**config.mk**
```make
export PLATFORM = sky130hd
export DESIGN_NAME = reservoir_sequencer
export DESIGN_NICKNAME = d
export VERILOG_FILES = /design/src/rtl/reservoir_seq_pkg.sv /design/src/rtl/reservoir_input_mask.sv /design/src/rtl/reservoir_sequencer.sv
export SDC_FILE = /design/constraint.sdc
export NUM_CORES = 1
export LEC_CHECK = 0
export CORE_MARGIN = 8
export CORE_UTILIZATION = 41
export DETAILED_ROUTE_END_ITERATION = 10
export HOLD_SLACK_MARGIN = 0.1
export PLACE_DENSITY = 0.74
export SLEW_MARGIN = 15
export SYNTH_ARGS = -nofsm -noshare
export SYNTH_HDL_FRONTEND = slang
export SYNTH_SLANG_ARGS = --single-unit
```
**constraint.sdc**
```tcl
create_clock -name clk -period 17.72 [get_ports clk]
set_input_delay 3.544 -clock clk [delete_from_list [all_inputs] [get_ports clk]]
set_output_delay 3.544 -clock clk [all_outputs]
set_load 0.01 [all_outputs]
```
**src/rtl/reservoir_seq_pkg.sv**
```systemverilog
// Shared types and constants for the reservoir front-end sequencer.
package reservoir_seq_pkg;

    typedef enum logic [2:0] {
        ST_IDLE  = 3'd0,
        ST_CLEAR = 3'd1,
        ST_DRIVE = 3'd2,
        ST_WAIT  = 3'd3,
        ST_READ  = 3'd4,
        ST_EMIT  = 3'd5
    } seq_state_t;

    // Cycles at the start of WAIT during which res_valid is still stale from
    // before the res_en pulse and must not be trusted.
    localparam int BLANK_CYCLES = 1;
    localparam int BLANK_W      = 2;

endpackage

```
**src/rtl/reservoir_input_mask.sv**
```systemverilog
// Per-virtual-node mask storage with a write port and the combinational
// scaled product (u * mask[rd_idx]) >> MASK_WIDTH.
module reservoir_input_mask
    import reservoir_seq_pkg::*;
#(
    parameter int NUM_VIRTUAL_NODES = 10,
    parameter int NW                = 4,
    parameter int INPUT_WIDTH       = 16,
    parameter int MASK_WIDTH        = 8
) (
    input  logic                   clk,
    input  logic                   rst,
    input  logic                   wr_en,
    input  logic [NW-1:0]          wr_addr,
    input  logic [MASK_WIDTH-1:0]  wr_data,
    input  logic [NW-1:0]          rd_idx,
    input  logic [INPUT_WIDTH-1:0] u,
    output logic [INPUT_WIDTH-1:0] scaled
);

    localparam int PW = INPUT_WIDTH + MASK_WIDTH;
    localparam logic [NW:0] NUM_EXT = (NW+1)'(NUM_VIRTUAL_NODES);

    logic [MASK_WIDTH-1:0] mask_q [NUM_VIRTUAL_NODES];
    logic [MASK_WIDTH-1:0] mask_d [NUM_VIRTUAL_NODES];
    logic [PW-1:0]         product;

    // Accept writes only to addresses that map onto a real node.
    always_comb begin
        mask_d = mask_q;
        if (wr_en && ({1'b0, wr_addr} < NUM_EXT)) begin
            mask_d[wr_addr] = wr_data;
        end
    end

    // Mask storage, cleared on reset.
    always_ff @(posedge clk) begin
        if (rst) begin
            for (int i = 0; i < NUM_VIRTUAL_NODES; i++) begin
                mask_q[i] <= '0;
            end
        end else begin
            mask_q <= mask_d;
        end
    end

    assign product = {{MASK_WIDTH{1'b0}}, u} * {{INPUT_WIDTH{1'b0}}, mask_q[rd_idx]};
    assign scaled  = INPUT_WIDTH'(product >> MASK_WIDTH);

endmodule

```
**src/rtl/reservoir_sequencer.sv**
```systemverilog
// Front-end sequencer for the DFR reservoir: masks each sample per virtual
// node, drives the reservoir, then streams node states out. Optional WAIT
// watchdog enabled by defining RES_SEQ_TIMEOUT_EN.
//
// state | meaning
// IDLE  | ready for a sample or a clear request; mask writes accepted
// CLEAR | load zero into node idx, one node per cycle
// DRIVE | one-cycle res_en with masked sample for node idx
// WAIT  | blanking, then wait for res_valid before next node / readout
// READ  | select node idx, capture its state into out_*
// EMIT  | hold out_* until out_ready
module reservoir_sequencer
    import reservoir_seq_pkg::*;
#(
    parameter int NUM_VIRTUAL_NODES = 10,
    parameter int DATA_WIDTH        = 32,
    parameter int NODE_DATA_WIDTH   = 12,
    parameter int INPUT_WIDTH       = 16,
    parameter int MASK_WIDTH        = 8,
    parameter int TIMEOUT_CYCLES    = 4096,
    localparam int NW               = $clog2(NUM_VIRTUAL_NODES)
) (
    input  logic                       clk,
    input  logic                       rst,
    input  logic                       in_valid,
    output logic                       in_ready,
    input  logic [INPUT_WIDTH-1:0]     in_data,
    input  logic                       clear_req,
    input  logic                       cfg_mask_we,
    input  logic [NW-1:0]              cfg_mask_addr,
    input  logic [MASK_WIDTH-1:0]      cfg_mask_data,
    input  logic [3:0]                 cfg_eta,
    output logic                       res_en,
    output logic [DATA_WIDTH-1:0]      res_din,
    output logic [3:0]                 res_eta,
    input  logic                       res_valid,
    output logic                       res_load_node,
    output logic [NODE_DATA_WIDTH-1:0] res_load_din,
    output logic [NW-1:0]              res_node_sel,
    input  logic [NODE_DATA_WIDTH-1:0] res_node_dout,
    output logic                       out_valid,
    input  logic                       out_ready,
    output logic [NODE_DATA_WIDTH-1:0] out_data,
    output logic                       out_last,
    output logic                       busy,
    output logic                       timeout_err
);

    localparam logic [NW-1:0] LAST_IDX = NW'(NUM_VIRTUAL_NODES - 1);

    seq_state_t                 state_q, state_d;
    logic [NW-1:0]              idx_q, idx_d;
    logic [INPUT_WIDTH-1:0]     u_q, u_d;
    logic [3:0]                 eta_q, eta_d;
    logic [BLANK_W-1:0]         blank_q, blank_d;
    logic                       out_valid_q, out_valid_d;
    logic [NODE_DATA_WIDTH-1:0] out_data_q, out_data_d;
    logic                       out_last_q, out_last_d;
    logic                       mask_we;
    logic [INPUT_WIDTH-1:0]     scaled;
`ifdef RES_SEQ_TIMEOUT_EN
    localparam int TW = $clog2(TIMEOUT_CYCLES + 1);
    logic [TW-1:0]              wcnt_q, wcnt_d;
    logic                       err_q, err_d;
`endif

    reservoir_input_mask #(
        .NUM_VIRTUAL_NODES (NUM_VIRTUAL_NODES),
        .NW                (NW),
        .INPUT_WIDTH       (INPUT_WIDTH),
        .MASK_WIDTH        (MASK_WIDTH)
    ) u_mask (
        .clk     (clk),
        .rst     (rst),
        .wr_en   (mask_we),
        .wr_addr (cfg_mask_addr),
        .wr_data (cfg_mask_data),
        .rd_idx  (idx_q),
        .u       (u_q),
        .scaled  (scaled)
    );

    // Next-state, index and output-register logic for the sequencing FSM.
    always_comb begin
        state_d     = state_q;
        idx_d       = idx_q;
        u_d         = u_q;
        eta_d       = eta_q;
        blank_d     = blank_q;
        out_valid_d = out_valid_q;
        out_data_d  = out_data_q;
        out_last_d  = out_last_q;
        mask_we     = 1'b0;
`ifdef RES_SEQ_TIMEOUT_EN
        wcnt_d      = wcnt_q;
        err_d       = err_q;
`endif
        case (state_q)
            ST_IDLE: begin
                mask_we = cfg_mask_we;
                if (clear_req) begin
                    idx_d   = '0;
                    state_d = ST_CLEAR;
                end else if (in_valid) begin
                    u_d     = in_data;
                    eta_d   = cfg_eta;
                    idx_d   = '0;
                    state_d = ST_DRIVE;
                end
            end
            ST_CLEAR: begin
                if (idx_q == LAST_IDX) begin
                    idx_d   = '0;
                    state_d = ST_IDLE;
                end else begin
                    idx_d = idx_q + 1'b1;
                end
            end
            ST_DRIVE: begin
                blank_d = BLANK_W'(BLANK_CYCLES);
`ifdef RES_SEQ_TIMEOUT_EN
                wcnt_d  = TW'(TIMEOUT_CYCLES - 1);
`endif
                state_d = ST_WAIT;
            end
            ST_WAIT: begin
                if (blank_q != '0) begin
                    blank_d = blank_q - 1'b1;
                end else if (res_valid) begin
                    if (idx_q == LAST_IDX) begin
                        idx_d   = '0;
                        state_d = ST_READ;
                    end else begin
                        idx_d   = idx_q + 1'b1;
                        state_d = ST_DRIVE;
                    end
                end
`ifdef RES_SEQ_TIMEOUT_EN
                // Down-counter covers the whole WAIT, blanking included.
                if (!((blank_q == '0) && res_valid)) begin
                    if (wcnt_q == '0) begin
                        err_d   = 1'b1;
                        idx_d   = '0;
                        state_d = ST_IDLE;
                    end else begin
                        wcnt_d = wcnt_q - 1'b1;
                    end
                end
`endif
            end
            ST_READ: begin
                out_data_d  = res_node_dout;
                out_valid_d = 1'b1;
                out_last_d  = (idx_q == LAST_IDX);
                state_d     = ST_EMIT;
            end
            ST_EMIT: begin
                if (out_ready) begin
                    out_valid_d = 1'b0;
                    out_last_d  = 1'b0;
                    if (out_last_q) begin
                        idx_d   = '0;
                        state_d = ST_IDLE;
                    end else begin
                        idx_d   = idx_q + 1'b1;
                        state_d = ST_READ;
                    end
                end
            end
            default: begin
                state_d = ST_IDLE;
            end
        endcase
    end

    // State and datapath registers with synchronous reset.
    always_ff @(posedge clk) begin
        if (rst) begin
            state_q     <= ST_IDLE;
            idx_q       <= '0;
            u_q         <= '0;
            eta_q       <= '0;
            blank_q     <= '0;
            out_valid_q <= 1'b0;
            out_data_q  <= '0;
            out_last_q  <= 1'b0;
`ifdef RES_SEQ_TIMEOUT_EN
            wcnt_q      <= '0;
            err_q       <= 1'b0;
`endif
        end else begin
            state_q     <= state_d;
            idx_q       <= idx_d;
            u_q         <= u_d;
            eta_q       <= eta_d;
            blank_q     <= blank_d;
            out_valid_q <= out_valid_d;
            out_data_q  <= out_data_d;
            out_last_q  <= out_last_d;
`ifdef RES_SEQ_TIMEOUT_EN
            wcnt_q      <= wcnt_d;
            err_q       <= err_d;
`endif
        end
    end

    assign in_ready      = (state_q == ST_IDLE) && !clear_req;
    assign res_en        = (state_q == ST_DRIVE);
    assign res_din       = (state_q == ST_DRIVE) ?
                           {{(DATA_WIDTH-INPUT_WIDTH){1'b0}}, scaled} : '0;
    assign res_eta       = eta_q;
    assign res_load_node = (state_q == ST_CLEAR);
    assign res_load_din  = '0;
    assign res_node_sel  = idx_q;
    assign out_valid     = out_valid_q;
    assign out_data      = out_data_q;
    assign out_last      = out_last_q;
    assign busy          = (state_q != ST_IDLE);
`ifdef RES_SEQ_TIMEOUT_EN
    assign timeout_err   = err_q;
`else
    assign timeout_err   = 1'b0;
`endif

endmodule

```
==> summary.md <==
| Metric | Value |
|---|---|
| Final setup TNS | `0 ns` |
| Setup bufs post-CTS | `0` |
| CP max stage delay | `1.02 ns` |
| CP Data Arrival Time | `7.70 ns` |
| WS Path Type | `register to primary output` |
| Overall routing resource usage | `0.166` |
| Final Util | `0.487` |
| Avg Cell Area, Syn | `8.74 µm²` |
| CORE AREA | `23500 µm²` |
| # IOs | `122` |
| Min Tclk post-route | `11.24 ns` |
| Cell area after synthesis | `9800 µm²` |
| Clock-pin slew on the worst setup and hold paths | `0.06 ns` |
| Crit. End Element | `primary output` |
| # diodes | `0` |
| Register area share after synthesis | `0.251` |
| Worst-case clock skew | `0.00941 ns` |
| Initial Util | `0.418` |
| Area occupied by registers | `2460 µm²` |
| Pwr dens | `62.3 nW/µm²` |
| Post-DR wirelength/cell | `15.8 µm` |
| Clk buf depth | `2` |
| Detailed placer's ending HPWL | `17600 µm` |
| RSZ-0062 raised after global routing | `false` |
| Synth top area cells | `dfxtp_1 25%, fa_1 17%, mux2i_1 11%` |
| Async SR Flop Fraction | `0` |
| Global-route wire length before repair | `39600 µm` |
| Clk root buf | `clkbuf_16` |
| Final slew viol count | `0` |
| Vias in the first global route | `7812` |
| Synth Flop Type | `dfxtp_1` |
| Tcrit/Tclk final | `0.634` |
| HP Class | `register to register` |
| Residual DRC | `0` |
| Post-synth EDFFs | `0` |
| GRT overflow | `0` |
| Leak pwr | `0.00509 µW` |
| Final wirelength | `23900 µm` |
| Largest area contributor in the netlist | `dfxtp_1` |
| Clk sinks | `123` |
| Pin count of the biggest net entering global routing | `62` |
| CTS tree | `built` |
| Final ANT Viol Nets | `0` |
| Via count | `7624` |
| Die area | `29100 µm²` |
| H-Tree Depth | `4` |
| Fmax | `89.0 MHz` |
| CP most frequent cell | `fa_1` |
| Vias/cell | `5.04` |
| Syn. warnings | `0` |
| # nets final | `1358` |
| Max_cap viols | `0` |
| Fill cell count | `2212` |
| Row count | `56` |
| Synth cell types | `60` |
| Syn Inst Count | `1121` |
| Critical Path Source Type | `register` |
| CTS Hold Buffers Added | `0` |
| Post-synth top cells | `123 x dfxtp_1, 121 x nor2_1, 112 x nand2_1` |
| Final Hold Viols | `0` |
| 1st-iter DRT viols | `459` |
| Port bufs | `92` |
| Skew-Pair Late Insertion Delay | `0.41 ns` |
| Slew margin rel. | `0.187` |
| Area growth syn-to-layout | `16.6%` |
| FF+latch count, synth | `123` |
| Worst Path Buf+Inv | `3` |
| Area of the multi-input gates | `6580 µm²` |
| Die H | `171 µm` |
| Crit path cell chain | `mux4_2, mux2i_1, o22ai_1, and2_1, fa_1, fa_1, fa_1, inv_1, fa_1, inv_1, ha_1, a21o_1, a2111oi_0, o31ai_4, a21oi_2, nand4_1, nand3_1, clkdlybuf4s50_1` |
| Crit Path Max Fanout | `33` |
| Initial antenna violation count | `1` |
| CP delay by family, top | `compound AO/OA/AOI/OAI gates` |
| Inserted Clock Buffers | `17` |
| CP required | `14.18 ns` |
| Final setup violation count | `0` |
| Layout cell share with drive strength beyond 1 | `0.0587` |
| Most frequent cell after synthesis | `dfxtp_1` |
| Cts repair resizes | `0` |
| Detailed Routing Iterations Pass 1 | `5` |
| Post-synth top area share | `0.251` |
| Status | `finished, final reports clean` |
| Placer Congestion | `0.865` |
| Worst Tran Pin Value | `1.22 ns` |
| VDD IR max | `0.0000652 V` |
| Die width | `171 µm` |
| Crit-path slowest cell | `dfxtp_2` |
## cell type report
type | count | share of cell area
tap | 319 | 0.0349
multi-input combinational | 826 | 0.576
clock inverter | 13 | 0.0114
inverter | 112 | 0.0368
sequential | 123 | 0.216
clock buffer | 19 | 0.0396
timing repair buffer | 100 | 0.0856
## power breakdown
part           switching (µW)  internal [µW]  total [µW]
logic                    41.7           34.2        75.9
clock network             134            203         338
registers                15.8            283         298
total                     192            520         712
## logic make-up (layout without fill, tap and decap cells)
kind of cell / after synthesis / count (layout) / share of synthesized area
compound gates: 140 / 140 / 0.0887
xor+xnor: 11 / 11 / 0.00983
fa+ha+maj: 127 / 127 / 0.226
buf+inv: 200 / 244 / 0.0890
flops: 123 / 123 / 0.251
mux: 117 / 117 / 0.136
other cells: 1 / 29 / 0.000383
simple gates: 402 / 402 / 0.199
## stage by stage
stage,instances,hold slack [ns],area [µm²],power [µW],setup slack (ns)
finish,1512,0.452,11400,712,6.48
global route,1512,0.466,11400,740,5.94
CTS,1512,0.453,11400,718,6.35
detailed placement,1480,0.446,10800,379,6.83
global placement,1480,0.440,10800,378,6.99
floorplan,1149,0.438,9910,352,8.09
## worst reg2reg max path: cells and delay by family, from the launching register on
family           cells  cell delay (ns)
and+or+nand+nor      5             2.25
DFF                  1             0.50
muxes                1             0.30
## per-layer routing
metal / GRT usage / share of wire / up-vias
li1: - / - / 3714
met1: 0.213 / 0.45 / 3674
met2: 0.272 / 0.47 / 200
met3: 0.0449 / 0.067 / 34
met4: 0.0446 / 0.013 / 2
met5: 0 / 0.00054 / -
## registers in the layout, summed over array words and instances, names as in the netlist
signal,flops
blank_q,2
out_valid,1
res_eta,4
out_data,12
u_q,16
out_last,1
res_node_sel,4
state_q,3
u_mask.mask_q,80
## placed cells by master, fill, tap and decap left out, types with 9 or more instances in the layout
master and n:
a21oi_1 68, nand2b_1 9, o21ai_1 11, conb_1 29, mux4_2 13, nor2_1 121, o21ai_0 9, nand3_1 11
nor2b_1 29, ha_1 44, buf_4 9, clkdlybuf4s50_1 91, mux2i_1 103, fa_1 83, inv_1 109, nand2_1 112
a21o_1 11, dfxtp_1 122, clkbuf_16 17, and2_1 80
## path summary, 6_finish.rpt
path,from,end,slack (ns),cells past startpoint
worst max register to register,state_q[0],u_mask.mask_q[64],14.54,6
worst max-delay path,res_node_sel[0],res_din[15],6.48,18
worst min-delay path,out_data[10],out_data[10],0.45,2
worst min register to register,out_data[10],out_data[10],0.45,2
Note: power is estimated with default switching activity, not from simulation.
